==> config.mk <==
export PLATFORM = sky130hd
export DESIGN_NAME = maxpool_sched
export DESIGN_NICKNAME = d
export VERILOG_FILES = /design/src/rtl/maxnet_pkg.sv /design/src/rtl/maxpool_addr_gen.sv /design/src/rtl/maxpool_sched.sv
export SDC_FILE = /design/constraint.sdc
export NUM_CORES = 1
export LEC_CHECK = 0
export ABC_CLOCK_PERIOD_IN_PS = 2800
export BUFFER_PORTS_ARGS = -buffer_cell sky130_fd_sc_hd__buf_2
export CORE_MARGIN = 1.5
export CORE_UTILIZATION = 40
export CTS_CLUSTER_DIAMETER = 40
export DETAILED_ROUTE_END_ITERATION = 10
export PLACE_DENSITY = 0.69
export SKIP_LAST_GASP = 1
export SLEW_MARGIN = 20
export SYNTH_ARGS = -nofsm -noshare
export SYNTH_HDL_FRONTEND = slang
export SYNTH_SLANG_ARGS = --single-unit
==> constraint.sdc <==
create_clock -name clk -period 2.8 [get_ports clk]
set_input_delay 0.56 -clock clk [delete_from_list [all_inputs] [get_ports clk]]
set_output_delay 0.56 -clock clk [all_outputs]
set_load 0.01 [all_outputs]
==> src/rtl/maxnet_pkg.sv <==
// Shared types for the max-pooling path: pixel type, sequencer states, max helper.
// Latency: n/a (types only); backpressure: n/a.
package maxnet_pkg;

    typedef logic [7:0] pixel_t;

    typedef enum logic [2:0] {
        IDLE,
        READ,
        LAST,
        OUT,
        DONE
    } state_t;

    // Ties keep the incumbent, so a later equal pixel never replaces the running max.
    function automatic pixel_t pixel_max(input pixel_t cur, input pixel_t cand);
        return (cand > cur) ? cand : cur;
    endfunction

endpackage

==> src/rtl/maxpool_addr_gen.sv <==
// Window/tap counters and row-major address generation for the pooling sequencer.
// Latency: address is combinational from the counters; backpressure: counters only move on tap_adv / win_adv.
module maxpool_addr_gen
    import maxnet_pkg::*;
#(
    parameter int N  = 5,
    parameter int K  = 2,
    parameter int AW = $clog2(N * N),
    parameter int OW = $clog2(N / K) + 1
) (
    input  logic          clk,
    input  logic          rst,
    input  logic          tap_adv,
    input  logic          win_adv,
    output logic [AW-1:0] rd_addr,
    output logic [OW-1:0] wr,
    output logic [OW-1:0] wc,
    output logic          first_tap,
    output logic          last_tap,
    output logic          last_win
);

    localparam int NW = N / K;
    localparam int KW = $clog2(K) + 1;
    localparam logic [KW-1:0] KLAST = KW'(K - 1);
    localparam logic [OW-1:0] WLAST = OW'(NW - 1);
    localparam logic [31:0] K32 = K;
    localparam logic [31:0] N32 = N;

    logic [KW-1:0] ky;
    logic [KW-1:0] kx;
    logic          last_kx;
    logic          last_wc;

    always_comb begin
        last_kx   = (kx == KLAST);
        last_tap  = last_kx && (ky == KLAST);
        first_tap = (kx == '0) && (ky == '0);
        last_wc   = (wc == WLAST);
        last_win  = last_wc && (wr == WLAST);
    end

    // Rows and columns past NW*K are never reached, so the trailing N mod K strip is skipped.
    assign rd_addr = AW'((32'(wr) * K32 + 32'(ky)) * N32 + 32'(wc) * K32 + 32'(kx));

    always_ff @(posedge clk) begin
        if (!rst) begin
            ky <= '0;
            kx <= '0;
            wr <= '0;
            wc <= '0;
        end else begin
            if (tap_adv) begin
                if (last_kx) begin
                    kx <= '0;
                    ky <= last_tap ? '0 : ky + KW'(1);
                end else begin
                    kx <= kx + KW'(1);
                end
            end
            if (win_adv) begin
                if (last_wc) begin
                    wc <= '0;
                    wr <= (wr == WLAST) ? '0 : wr + OW'(1);
                end else begin
                    wc <= wc + OW'(1);
                end
            end
        end
    end

endmodule

==> src/rtl/maxpool_sched.sv <==
// Walks an NxN pixel RAM in KxK windows, one read per cycle, and streams each window maximum.
// Latency: K*K+2 cycles per window; backpressure: OUT holds data/row/col stable until out_ready.
module maxpool_sched
    import maxnet_pkg::*;
#(
    parameter int N  = 5,
    parameter int K  = 2,
    parameter int AW = $clog2(N * N)
) (
    input  logic                 clk,
    input  logic                 rst,
    input  logic                 start,
    output logic                 busy,
    output logic                 done,
    output logic                 rd_en,
    output logic [AW-1:0]        rd_addr,
    input  pixel_t               rd_data,
    output logic                 out_valid,
    input  logic                 out_ready,
    output pixel_t               out_data,
    output logic [$clog2(N/K):0] out_row,
    output logic [$clog2(N/K):0] out_col
);

    localparam int NW = N / K;
    localparam int OW = $clog2(NW) + 1;

    state_t state;
    state_t state_nxt;
    pixel_t acc;
    logic   rd_vld_q;
    logic   first_q;
    logic   first_tap;
    logic   last_tap;
    logic   last_win;
    logic   win_hs;

    maxpool_addr_gen #(
        .N (N),
        .K (K),
        .AW(AW),
        .OW(OW)
    ) u_addr_gen (
        .clk      (clk),
        .rst      (rst),
        .tap_adv  (rd_en),
        .win_adv  (win_hs),
        .rd_addr  (rd_addr),
        .wr       (out_row),
        .wc       (out_col),
        .first_tap(first_tap),
        .last_tap (last_tap),
        .last_win (last_win)
    );

    always_comb begin
        state_nxt = state;
        busy      = (state != IDLE);
        done      = (state == DONE);
        rd_en     = (state == READ);
        out_valid = (state == OUT);
        out_data  = acc;
        win_hs    = out_valid && out_ready;
        case (state)
            IDLE: if (start) state_nxt = (NW == 0) ? DONE : READ;
            READ: if (last_tap) state_nxt = LAST;
            LAST: state_nxt = OUT;
            OUT:  if (out_ready) state_nxt = last_win ? DONE : READ;
            DONE: state_nxt = IDLE;
            default: state_nxt = IDLE;
        endcase
    end

    always_ff @(posedge clk) begin
        if (!rst) begin
            state <= IDLE;
        end else begin
            state <= state_nxt;
        end
    end

    // RAM data lags the strobe by one cycle; the delayed flags mark which beat is the window's first.
    always_ff @(posedge clk) begin
        if (!rst) begin
            rd_vld_q <= 1'b0;
            first_q  <= 1'b0;
            acc      <= '0;
        end else begin
            rd_vld_q <= rd_en;
            first_q  <= rd_en && first_tap;
            if (rd_vld_q) begin
                acc <= first_q ? rd_data : pixel_max(acc, rd_data);
            end
        end
    end

endmodule
* Word-level counts from Yosys, hierarchy flattened
Cells that the tools add are included.
** Storage, ports and cells
- Register bits after elaboration :: 21
- Input bits :: 12
- Output and inout bits :: 21
- Word-level logic and storage cells :: 53
** Operators by class
- Mux-type cells :: 11
- Add/subtract/negate cells :: 7
- $mul :: 1
- Equal/unequal tests :: 11
- Reduce and logical (&&, ||, !) cells :: 14
- Order comparisons :: 1
** Operator list (number)
- 32-bit by 3-bit multiplier with 5-bit output (second input constant) :: 1
- 8-bit two-way mux :: 2
- 3-bit two-way mux :: 4
- 3-bit one-hot mux with 4 select lines :: 1
- 2-bit by 1-bit adder with 2-bit output (second input constant) :: 4
- 2-bit by 1-bit == test with 1-bit output (second input constant) :: 4
- 8-bit greater-than comparator :: 1
- 2-bit two-way mux :: 4
- 3-bit by 2-bit == test with 1-bit output (second input constant) :: 2
- 2-bit AND reduction :: 3
- 5-bit by 2-bit adder with 5-bit output :: 1
- 5-bit by 3-bit adder with 5-bit output :: 1
- 1-bit logical AND :: 5
- 3-bit by 2-bit adder with 4-bit output :: 1
- 2-bit zero test :: 2
- 2-bit by 1-bit inequality test with 1-bit output (second input constant) :: 2
- 3-bit by 1-bit == test with 1-bit output (second input constant) :: 1
- 3-bit == test (second input constant) :: 1
- 3-bit zero test :: 1
- 3-bit AND reduction :: 1
- 3-bit nonzero test :: 1
- 2-bit inequality test (second input constant) :: 1
- 2-bit nonzero test :: 1

* Depth between registers and ports, before layout
Gate-level depths: netlist of the first run.
- Word-level depth :: 5
- Gate-level depth with buffers :: 8
- Mapped depth without buffers :: 8

* Cells and area by module
A second synthesis of the first run with hierarchy kept.
** Second synthesis, totals
- Cells, all modules :: 142
- Area, all modules :: 1290.0 µm²
** Modules (own cells, without submodules)
- maxpool_sched :: instances 1, cells each 85, seq. area each 260.2 µm², area an instance 730.7 µm²
- maxpool_addr_gen :: instances 1, cells each 57, seq. area each 160.2 µm², area an instance 559.3 µm²

* Least setup slack after synthesis of the first run
Ideal clock, no wire load.
- Path kind :: register to output
- Start :: reg u_addr_gen.wr[0]
- End :: out rd_addr[4]
- Setup slack :: 23 ps
- Buffers on the path :: 0
- Data required time :: 2240 ps
- Stages on the path, launching flop included :: 9
- Arrival :: 2217 ps
- Path through :: dfxtp_1 > ha_1 > ha_1 > ha_1 > ha_1 > ha_1 > a21o_1 > a21oi_1 > xnor2_1
** Between the ends
- Cells in the longest elaborated chain, start to end :: 4
** Ends and longest elaborated chain
- start, declared :: RTL line maxpool_addr_gen.sv:16 : output logic [OW-1:0] wr,
- start signal, assigned :: RTL line maxpool_addr_gen.sv:64 : wr <= (wr == WLAST) ? '0 : wr + OW'(1);
- 3-bit by 2-bit adder with 4-bit output :: RTL line maxpool_addr_gen.sv:44 : assign rd_addr = AW'((32'(wr) * K32 + 32'(ky)) * N32 + 32'(wc) * K32 + 32'(kx));
- 32-bit by 3-bit multiplier with 5-bit output :: RTL line maxpool_addr_gen.sv:44
- 5-bit by 3-bit adder with 5-bit output :: RTL line maxpool_addr_gen.sv:44
- 5-bit by 2-bit adder with 5-bit output :: RTL line maxpool_addr_gen.sv:44
- end, declared :: RTL line maxpool_sched.sv:16 : output logic [AW-1:0] rd_addr,
No other way between the ends.

* Worst setup path in the final report of the first run
Same ends and word-level chain as after synthesis.

==> run summary, run 1 <==
Post-DP HPWL = 1970 um
Commonest cells in the netlist = nand2_1 (23), dfxtp_1 (21), ha_1 (19)
Reg power frac = 55.2%
Status = finished with violations
Antenna Cells = 0
Port bufs = 32
I/O Pins = 33
Core Box Area = 0.00308 sq mm
Pint = 0.414 mW
Dominant cell by count in the synthesized netlist = nand2_1
Max-slew violations = 0
Final Cycle Share = 103%
Final wirelength = 2590 um
Max cap viols = 0
Initial core utilization = 42.8%
Crit path time final = 2.88 ns
Largest net degree at the start of global routing = 29
Worst slew pin tran = 0.437 ns
Crit path kind = reg2out
Die Wd = 60.4 um
Final worst slack = -0.0788 ns
Final net count = 211
CP max FO = 2
Failing checks = setup timing
Post-Syn Instances = 138
Vias in the first global route = 1000
Unrepaired setup endpoints after global routing = yes
CTS Buf Count = 3
Worst skew pair latency = 0.31 ns
TritonCTS Sinks = 21
Synth area leaders = dfxtp_1 (32%), ha_1 (18%), nand2_1 (6.6%)
First-pass GRT wire length = 4220 um
Via/cell ratio = 4.95
Pre-antenna DRT Iters = 4
Final setup viols = 2
Logic pwr share = 18.4%
Finished Layout Cells = 221
Net Sw Frac = 28.3%
Die Height = 60.4 um
CP endpoint kind = primary output
Routed WL per cell = 11.7 um
CTS tree = yes
GP Congestion = 0.822
Cell variety after synth = 35
VDD IR-drop max = 277 uV
Mapped Nets = 171
DRC = 0
Max clock buf depth = 2
Clock transition at path regs = 0.13 ns
Slew headroom = 70.8%
PwrDens = 342 mW/mm^2
Synthesized area per cell = 9.54 sq um
Post-synth EDFFs = 0
Post-Syn Area = 0.00132 sq mm
Fmax = 347 MHz
Seq. cell area = 428 sq um
Root buffer cell = clkbuf_4
Hold Path Class = reg2reg
Initial drt markers = 16
Switch Pwr = 0.164 mW
Worst Path Arrival = 2.32 ns
Fin util = 54.8%
Layout area overhead = 28.1%
Yosys reg bits = 21
Synth area leader = dfxtp_1
Final hold vios = 0
Leak Pwr = 0.807 nW
Clock Power Share = 26.4%
Seq/Total Area, Yosys = 31.9%
Antenna Nets Post-Route = 0
Antenna violations before repair = 0
Total GRT Usage = 15.1%
Synth warn = 0
DP Worst Slack = 0.00368 ns
Area of the multi-input gates = 930 sq um
Clk_skew = 0.0123 ns
Share of cells above drive strength 1 = 35.6%
Synth top area share = 31.9%
Worst setup SP type = flip-flop
FILL cells = 278
Worst EP required = 2.24 ns
Vias = 1095
Setup_tns = -0.103 ns
Primary FF master, synth = dfxtp_1
DIE AREA = 0.00364 sq mm
Row Count = 20
GRT Residual Overflow = 0
Asr flop ratio synth = 0%
# placed instances = 215
H-tree depth = 1
layout make-up:
| type | count | share of cell area [%] |
|---|---|---|
| Clock inverter | 1 | 0.297 |
| Inverter | 8 | 1.78 |
| Tap cell | 44 | 3.26 |
| Multi-Input combinational cell | 105 | 55.1 |
| Sequential cell | 21 | 25.4 |
| Timing Repair Buffer | 39 | 12.8 |
| Clock buffer | 3 | 1.34 |
timing repair:
action | CTS | global route
setup endpoints to repair | 3 | 3
pin swaps | 8 | 9
buffers inserted | 0 | 2
endpoints found under the hold margin | 0 | 0
gates resized for setup | 15 | 2
hold buffers | 0 | 0
metal layers:
layer  global-route usage (%)  wire length [um]  vias up
met1                     18.2              1130      511
met2                     27.8              1350       24
met5                        0                 0        -
met3                     3.84               119        0
met4                     1.90                 0        0
li1                         -                 -      560
critical path, cell delays in order, from the launching register on:
cell and delay, ns:
dfxtp_2 0.36, ha_4 0.17, ha_4 0.27, ha_4 0.19, ha_4 0.27, ha_4 0.19
a21o_1 0.16, a21oi_2 0.14, xnor2_1 0.12, buf_2 0.14
placed cells by master (no fill, tap or decap), types with 2 or more instances in the layout:
master,n
buf_2,32
nand2_1,23
dfxtp_1,17
ha_1,13
inv_1,8
mux2i_1,8
xnor2_1,6
buf_4,6
and2_1,5
ha_4,5
a21o_1,4
nor2b_1,4
xor2_1,3
a21oi_1,3
a31oi_1,3
clkbuf_4,3
dfxtp_2,3
a21oi_4,2
nor2_1,2
nand4_1,2
o21ai_0,2
through the flow:
| step | instance area [sq um] | total power [mW] | hold WS, ns |
|---|---|---|---|
| after floorplan | 1320 | 0.392 | 0.442 |
| after global placement | 1550 | 0.422 | 0.452 |
| after global routing | 1690 | 0.613 | 0.479 |
| final | 1690 | 0.578 | 0.466 |
| after detailed placement | 1550 | 0.425 | 0.466 |
| after CTS | 1660 | 0.582 | 0.474 |
state kept, by name (all words and copies together) (netlist names):
signal,count
u_addr_gen.ky,2
u_addr_gen.wc,2
rd_vld_q,1
u_addr_gen.wr,2
out_data,8
state,3
u_addr_gen.kx,2
first_q,1
worst paths after layout:
| check | start | end | slack (ns) | depth (start not counted) |
|---|---|---|---|---|
| min reg2reg | u_addr_gen.kx[0] | u_addr_gen.kx[1] | 0.47 | 1 |
| min | u_addr_gen.kx[0] | u_addr_gen.kx[1] | 0.47 | 1 |
| max reg2reg | out_data[7] | out_data[1] | 1.03 | 6 |
| max | u_addr_gen.wr[0] | rd_addr[4] | -0.08 | 9 |
logic make-up (layout without fill, tap and decap cells):
group / after synthesis / count (layout) / synth area share [%]
xor gates and xnor gates: 9 / 9 / 5.99
adders and majority gates: 21 / 21 / 21.1
buffers and inverters: 12 / 51 / 3.71
and+or+nand+nor: 47 / 47 / 19.6
muxes: 8 / 8 / 6.08
DFF: 21 / 21 / 31.9
AOI/OAI and AO/OA: 20 / 20 / 11.6
power by group through the flow:
stage | Sequential [mW] | Clock [mW] | Combinational, mW
final | 0.319 | 0.153 | 0.106
after global routing | 0.321 | 0.171 | 0.121
after CTS | 0.320 | 0.159 | 0.103
after detailed placement | 0.326 | 0 | 0.0989
after global placement | 0.325 | 0 | 0.0965
after floorplan | 0.327 | 0 | 0.0643
Power figures use the tool's default switching activity.
==> inputs of run 2 (changes only) <==
- ABC_AREA: default -> 1
- CTS_BUF_LIST: default -> sky130_fd_sc_hd__clkbuf_16
==> run summary, run 2 <==
I/O Pins = 33 (unchanged)
Crit path time final = 2.75 ns (-0.128 ns)
Worst slew pin tran = 0.577 ns (+0.139 ns)
Post-DP HPWL = 1920 um (-2.6%)
CP max-delay cell = dfxtp_2
TritonCTS Sinks = 21 (unchanged)
Layout area overhead = 28.0%
Core Box Area = 0.00334 sq mm (+8.4%)
Seq. cell area = 428 sq um (unchanged)
PwrDens = 462 mW/mm^2 (+35%)
Seq/Total Area, Yosys = 30.4% (-1.5 points)
Fmax = 364 MHz (+4.7%)
Final net count = 252 (+19%)
Commonest non-fill, non-tap cell in the layout = inv_1
Post-Syn Instances = 184 (+33%)
Hold buffer count at cts = 0 (unchanged)
Initial drt markers = 51 (+35)
Antenna Cells = 0 (unchanged)
Setup Fix Bufs, Post-CTS = 0 (unchanged)
Tot Pwr = 0.817 mW (+41%)
Placed instance area = 0.00158 sq mm (+1.9%)
Via/cell ratio = 4.54 (-8.3%)
Worst EP required = 2.24 ns (about the same)
Final worst slack = 0.0496 ns (+0.128 ns)
Commonest cells after routing, fill and taps aside = inv_1 (36), buf_2 (32), nand2_1 (27), nor2_1 (19), dfxtp_1 (17)
Synth warn = 0 (unchanged)
CP max FO = 3 (+1)
GRT Residual Overflow = 0 (unchanged)
Die Height = 61.8 um (+2.3%)
VDD IR-drop max = 380 uV (+37%)
Final Cycle Share = 98.2% (-4.6 points)
Worst skew pair latency = 0.25 ns (-0.06 ns)
Antenna violations before repair = 0 (unchanged)
Worst setup SP type = flip-flop
Die Wd = 61.8 um (+2.3%)
Final hold vios = 0 (unchanged)
Row Count = 21 (+5.0%)
Commonest cells in the netlist = inv_1 (36), nand2_1 (28), dfxtp_1 (21)
Synth area leaders = dfxtp_1 (30%), ha_1 (17%), inv_1 (9.8%)
Synth top area share = 30.4% (-1.5 points)
Crit-path max cell delay = 0.33 ns (-0.03 ns)
Max reg flops = 8 (unchanged)
Max-slew violations = 0 (unchanged)
Post-synth EDFFs = 0 (unchanged)
Yosys reg bits = 21 (unchanged)
Finished Layout Cells = 264 (+19%)
Total GRT Usage = 14.5% (-0.61 points)
Root buffer cell = clkbuf_16
Dominant cell by count in the synthesized netlist = inv_1
Primary FF master, synth = dfxtp_1
CP dominant cell by count = ha_4
Cell variety after synth = 26 (-26%)
CTS tree = yes
Unrepaired setup endpoints after global routing = yes
Share of cells above drive strength 1 = 29.8% (-5.8 points)
Clk_skew = 0.00348 ns (-0.00886 ns)
Vias in the first global route = 1027 (+2.7%)
Largest net degree at the start of global routing = 17 (-41%)
Antenna Nets Post-Route = 0 (unchanged)
Leak Pwr = 0.876 nW (+8.6%)
Routed WL per cell = 9.63 um (-18%)
Fin util = 53.0% (-1.8 points)
CP endpoint kind = primary output
FILL cells = 342 (+23%)
DP Worst Slack = 0.0135 ns (+0.00978 ns)
WP buf/inv = 2 (+1)
Initial core utilization = 41.4% (-1.4 points)
Hold Path Class = reg2reg
Design Area, Final = 0.00177 sq mm (+4.8%)
Max cap viols = 0 (unchanged)
Final wirelength = 2540 um (-2.0%)
# placed instances = 260 (+21%)
Worst Path Arrival = 2.19 ns (-0.13 ns)
DRC = 0 (unchanged)
Max clock buf depth = 2 (unchanged)
Pre-antenna DRT Iters = 4 (unchanged)
Top delay family on crit path = adder cells
Synthesized area per cell = 7.51 sq um (-21%)
Mapped Nets = 217 (+27%)
H-tree depth = 1 (unchanged)
Final setup viols = 0 (-2)
Clock transition at path regs = 0.06 ns (-0.07 ns)
Asr flop ratio synth = 0% (unchanged)
CTS Buf Count = 3 (unchanged)
First-pass GRT wire length = 4170 um (-1.3%)
Slew headroom = 61.5% (-9.3 points)
CP Cell Sequence = ha_4, ha_4, ha_4, ha_4, ha_4, buf_6, nand2_2, nand3_2, xor2_1, buf_2
Status = finished clean
DIE AREA = 0.00381 sq mm (+4.7%)
GP Congestion = 0.774 (-5.8%)
Port bufs = 32 (unchanged)
Vias = 1199 (+9.5%)
Post-Syn Area = 0.00138 sq mm (+4.9%)
Synth area leader = dfxtp_1
Area of the multi-input gates = 888 sq um (-4.4%)
Crit path kind = reg2out
## run 2: cell families (layout without fill, tap and decap cells)
| family | Yosys count | after routing | share of synthesized area [%] |
|---|---|---|---|
| buf+inv | 40 | 74 | 12.2 |
| xor+xnor | 5 | 5 | 3.17 |
| compound gates | 25 | 25 | 10.2 |
| flops | 21 | 21 | 30.4 |
| fa+ha+maj | 21 | 21 | 20.1 |
| simple gates | 72 | 72 | 23.8 |
## run 2: cell type report
type                       instances  share of cell area, %
multi-input combinational        123                   50.2
sequential                        21                   24.2
timing repair buffer              34                   10.1
inverter                          36                   7.64
clock buffer                       3                   4.25
tap                               46                   3.26
clock inverter                     1                  0.283
## run 2: stage by stage
step | TNS [ns] | hold slack (ns)
global route | -0.0684 | 0.540
finish | 0 | 0.499
global placement | 0 | 0.484
floorplan | 0 | 0.454
detailed placement | 0 | 0.486
CTS | 0 | 0.510
## run 2: repair_timing
| action | 4_1_cts | 5_1_grt |
|---|---|---|
| endpoints found under the setup margin | 3 | 2 |
| resized for setup | 12 | 7 |
| pin swaps | 3 | 4 |
## run 2: worst reg2reg max path: cells and delay by family (launching register included)
| family | cells | cell delay [ns] |
|---|---|---|
| simple gates | 9 | 0.77 |
| flops | 1 | 0.35 |
| fa+ha+maj | 1 | 0.28 |
| buf+inv | 1 | 0.05 |
## run 2: routing by layer
metal	GRT usage, %	wire length [um]
met1	16.8	1210
met2	26.9	1220
met3	3.73	118
met4	2.74	0
met5	0	0
## run 2: path summary, 6_finish.rpt
path                                  startpoint           to  slack [ns]  cells after the start
worst max-delay path            u_addr_gen.wr[0]   rd_addr[3]        0.05                     10
worst min-delay path                 out_data[4]  out_data[4]        0.50                      2
worst max register to register       out_data[7]  out_data[1]        1.24                     11
worst min register to register       out_data[4]  out_data[4]        0.50                      2
## run 2: where the power goes
group / switching (mW) / total (mW) / internal (mW)
Sequential: 0.0222 / 0.341 / 0.319
Combinational: 0.102 / 0.176 / 0.0742
Clock: 0.108 / 0.299 / 0.192
Total: 0.232 / 0.817 / 0.585
==> inputs of run 3 (changes only) <==
- ABC_CLOCK_PERIOD_IN_PS: 2800 -> 2900
- MAX_ROUTING_LAYER: default -> met4
- PLACE_DENSITY: 0.69 -> 0.66
- clock period: 2.8 -> 2.9 ns (I/O delays scaled with it)
==> run summary, run 3 (synthesis results as in run 2) <==
Status = finished clean
Worst setup SP type = flip-flop
Total GRT Usage = 15.1% (+0.63 points)
Final net count = 251 (-0.40%)
Max cap viols = 0 (unchanged)
Clk_skew = 0.00246 ns (-0.00102 ns)
Port bufs = 32 (unchanged)
Worst hold slack = 0.498 ns (-0.000512 ns)
Fin util = 51.8% (-1.2 points)
Initial core utilization = 41.4% (unchanged)
Post-DP HPWL = 1950 um (+1.5%)
Worst setup path start = u_addr_gen.ky[1]
Initial drt markers = 33 (-35%)
Antenna violations before repair = 0 (unchanged)
FILL cells = 328 (-4.1%)
Final hold vios = 0 (unchanged)
CP dominant cell by count = ha_1
Worst EP required = 2.32 ns (+0.08 ns)
CTS Buf Count = 3 (unchanged)
CP endpoint kind = primary output
First-pass GRT wire length = 4220 um (+1.3%)
Hold Path Class = reg2reg
Share of cells above drive strength 1 = 27.2% (-2.6 points)
# placed instances = 259 (-0.38%)
Min-delay src = out_data[2]
FF-to-FF path depth = 13 (+2)
Commonest cells after routing, fill and taps aside = inv_1 (37), buf_2 (32), nand2_1 (27), nor2_1 (19), dfxtp_1 (18)
Finished Layout Cells = 263 (-0.38%)
Crit path time final = 2.79 ns
Unrepaired setup endpoints after global routing = no
Largest net degree at the start of global routing = 17 (unchanged)
Die Height = 61.8 um (unchanged)
Setup Fix Bufs, Post-CTS = 0 (unchanged)
Row Count = 21 (unchanged)
Pre-antenna DRT Iters = 4 (unchanged)
Reg-to-reg critical path startpoint = out_data[3]
I/O Pins = 33 (unchanged)
Setup_tns = 0 ns (unchanged)
Core Box Area = 0.00334 sq mm (unchanged)
Worst slew pin tran = 0.570 ns (-0.00633 ns)
Max clock buf depth = 2 (unchanged)
Layout area overhead = 25.2%
GP Congestion = 0.791 (+2.1%)
Fmax = 358 MHz
GRT Residual Overflow = 0 (unchanged)
Final Cycle Share = 96.4%
Clock transition at path regs = 0.06 ns (about the same)
Worst skew pair latency = 0.25 ns (about the same)
Die Wd = 61.8 um (unchanged)
Slew headroom = 61.9% (+0.42 points)
Via/cell ratio = 4.53 (-0.29%)
CP Cell Sequence = ha_4, ha_4, ha_1, ha_1, ha_1, a21oi_2, xor2_1, buf_2
Leak Pwr = 0.866 nW (-1.1%)
Max-slew violations = 0 (unchanged)
Antenna Cells = 0 (unchanged)
PwrDens = 452 mW/mm^2 (-2.1%)
Worst Path Arrival = 2.21 ns (+0.02 ns)
CP max-delay cell = dfxtp_2
Crit path kind = reg2out
CTS tree = yes
WP buf/inv = 1 (-1)
CP max FO = 2 (-1)
Routed WL per cell = 9.76 um (+1.3%)
Final worst slack = 0.106 ns (+0.0562 ns)
Crit-path max cell delay = 0.33 ns (about the same)
H-tree depth = 1 (unchanged)
Vias = 1191 (-0.67%)
Top delay family on crit path = adder cells
Root buffer cell = clkbuf_16
DP Worst Slack = 0.0691 ns (+0.0556 ns)
Antenna Nets Post-Route = 0 (unchanged)
VDD IR-drop max = 245 uV (-36%)
Crit path depth = 8 (-2)
TritonCTS Sinks = 21 (unchanged)
Vias in the first global route = 1029 (+0.19%)
Final setup viols = 0 (unchanged)
DRC = 0 (unchanged)
Max reg flops = 8 (unchanged)
Final wirelength = 2570 um (+0.90%)
Commonest non-fill, non-tap cell in the layout = inv_1
DIE AREA = 0.00381 sq mm (unchanged)
Hold Path Depth = 2 (unchanged)
## run 3: cell types whose count changed in the layout (fill, tap and decap cells not counted)
cell,before,now
buf_6,1,0
clkinv_2,1,0
dfxtp_1,17,18
dfxtp_4,1,0
ha_1,12,13
ha_4,6,5
inv_1,36,37
nand3_1,9,11
nand3_2,4,2
## run 3: timing repair
item	4_1_cts	5_1_grt
setup endpoints to repair	2	2
hold buffers	0	0
cloned	0	0
pin swaps	0	4
gates resized for setup	5	8
## run 3: layout make-up
class	count	area, sq um	area share (%)
Clock inverter	1	3.75	0.217
Timing Repair Buffer	33	168	9.70
Clock buffer	3	75.1	4.34
Inverter	36	135	7.81
Multi-Input combinational cell	123	866	50.1
Sequential cell	21	424	24.5
Tap cell	46	57.6	3.33
## run 3: power by group
group          switching [mW]  internal [mW]  total (mW)
logic                  0.0978         0.0706       0.168
registers              0.0208          0.308       0.329
clock network           0.101          0.184       0.285
total                   0.220          0.562       0.782
## run 3: worst paths after layout
path         slack [ns]     endpoint
max                0.11   rd_addr[4]
min                0.50  out_data[2]
max reg2reg        1.37  out_data[1]
min reg2reg        0.50  out_data[2]
## run 3: routing by layer
layer / track usage [%] / wire (um) / vias up
met5: - / 0 / -
li1: - / - / 652
met1: 17.5 / 1200 / 505
met4: 3.95 / 37 / 0
met2: 26.6 / 1230 / 29
met3: 3.11 / 100 / 5
## run 3: worst min-delay path: stages (launching register included)
cell	delay, ns
dfxtp_1	0.34
a21oi_1	0.04
nor2_1	0.08
## run 3: through the flow
stage	total power [mW]	instance area, sq um
detailed placement	0.501	1570
global route	0.832	1730
CTS	0.797	1700
floorplan	0.460	1380
finish	0.782	1730
global placement	0.500	1570
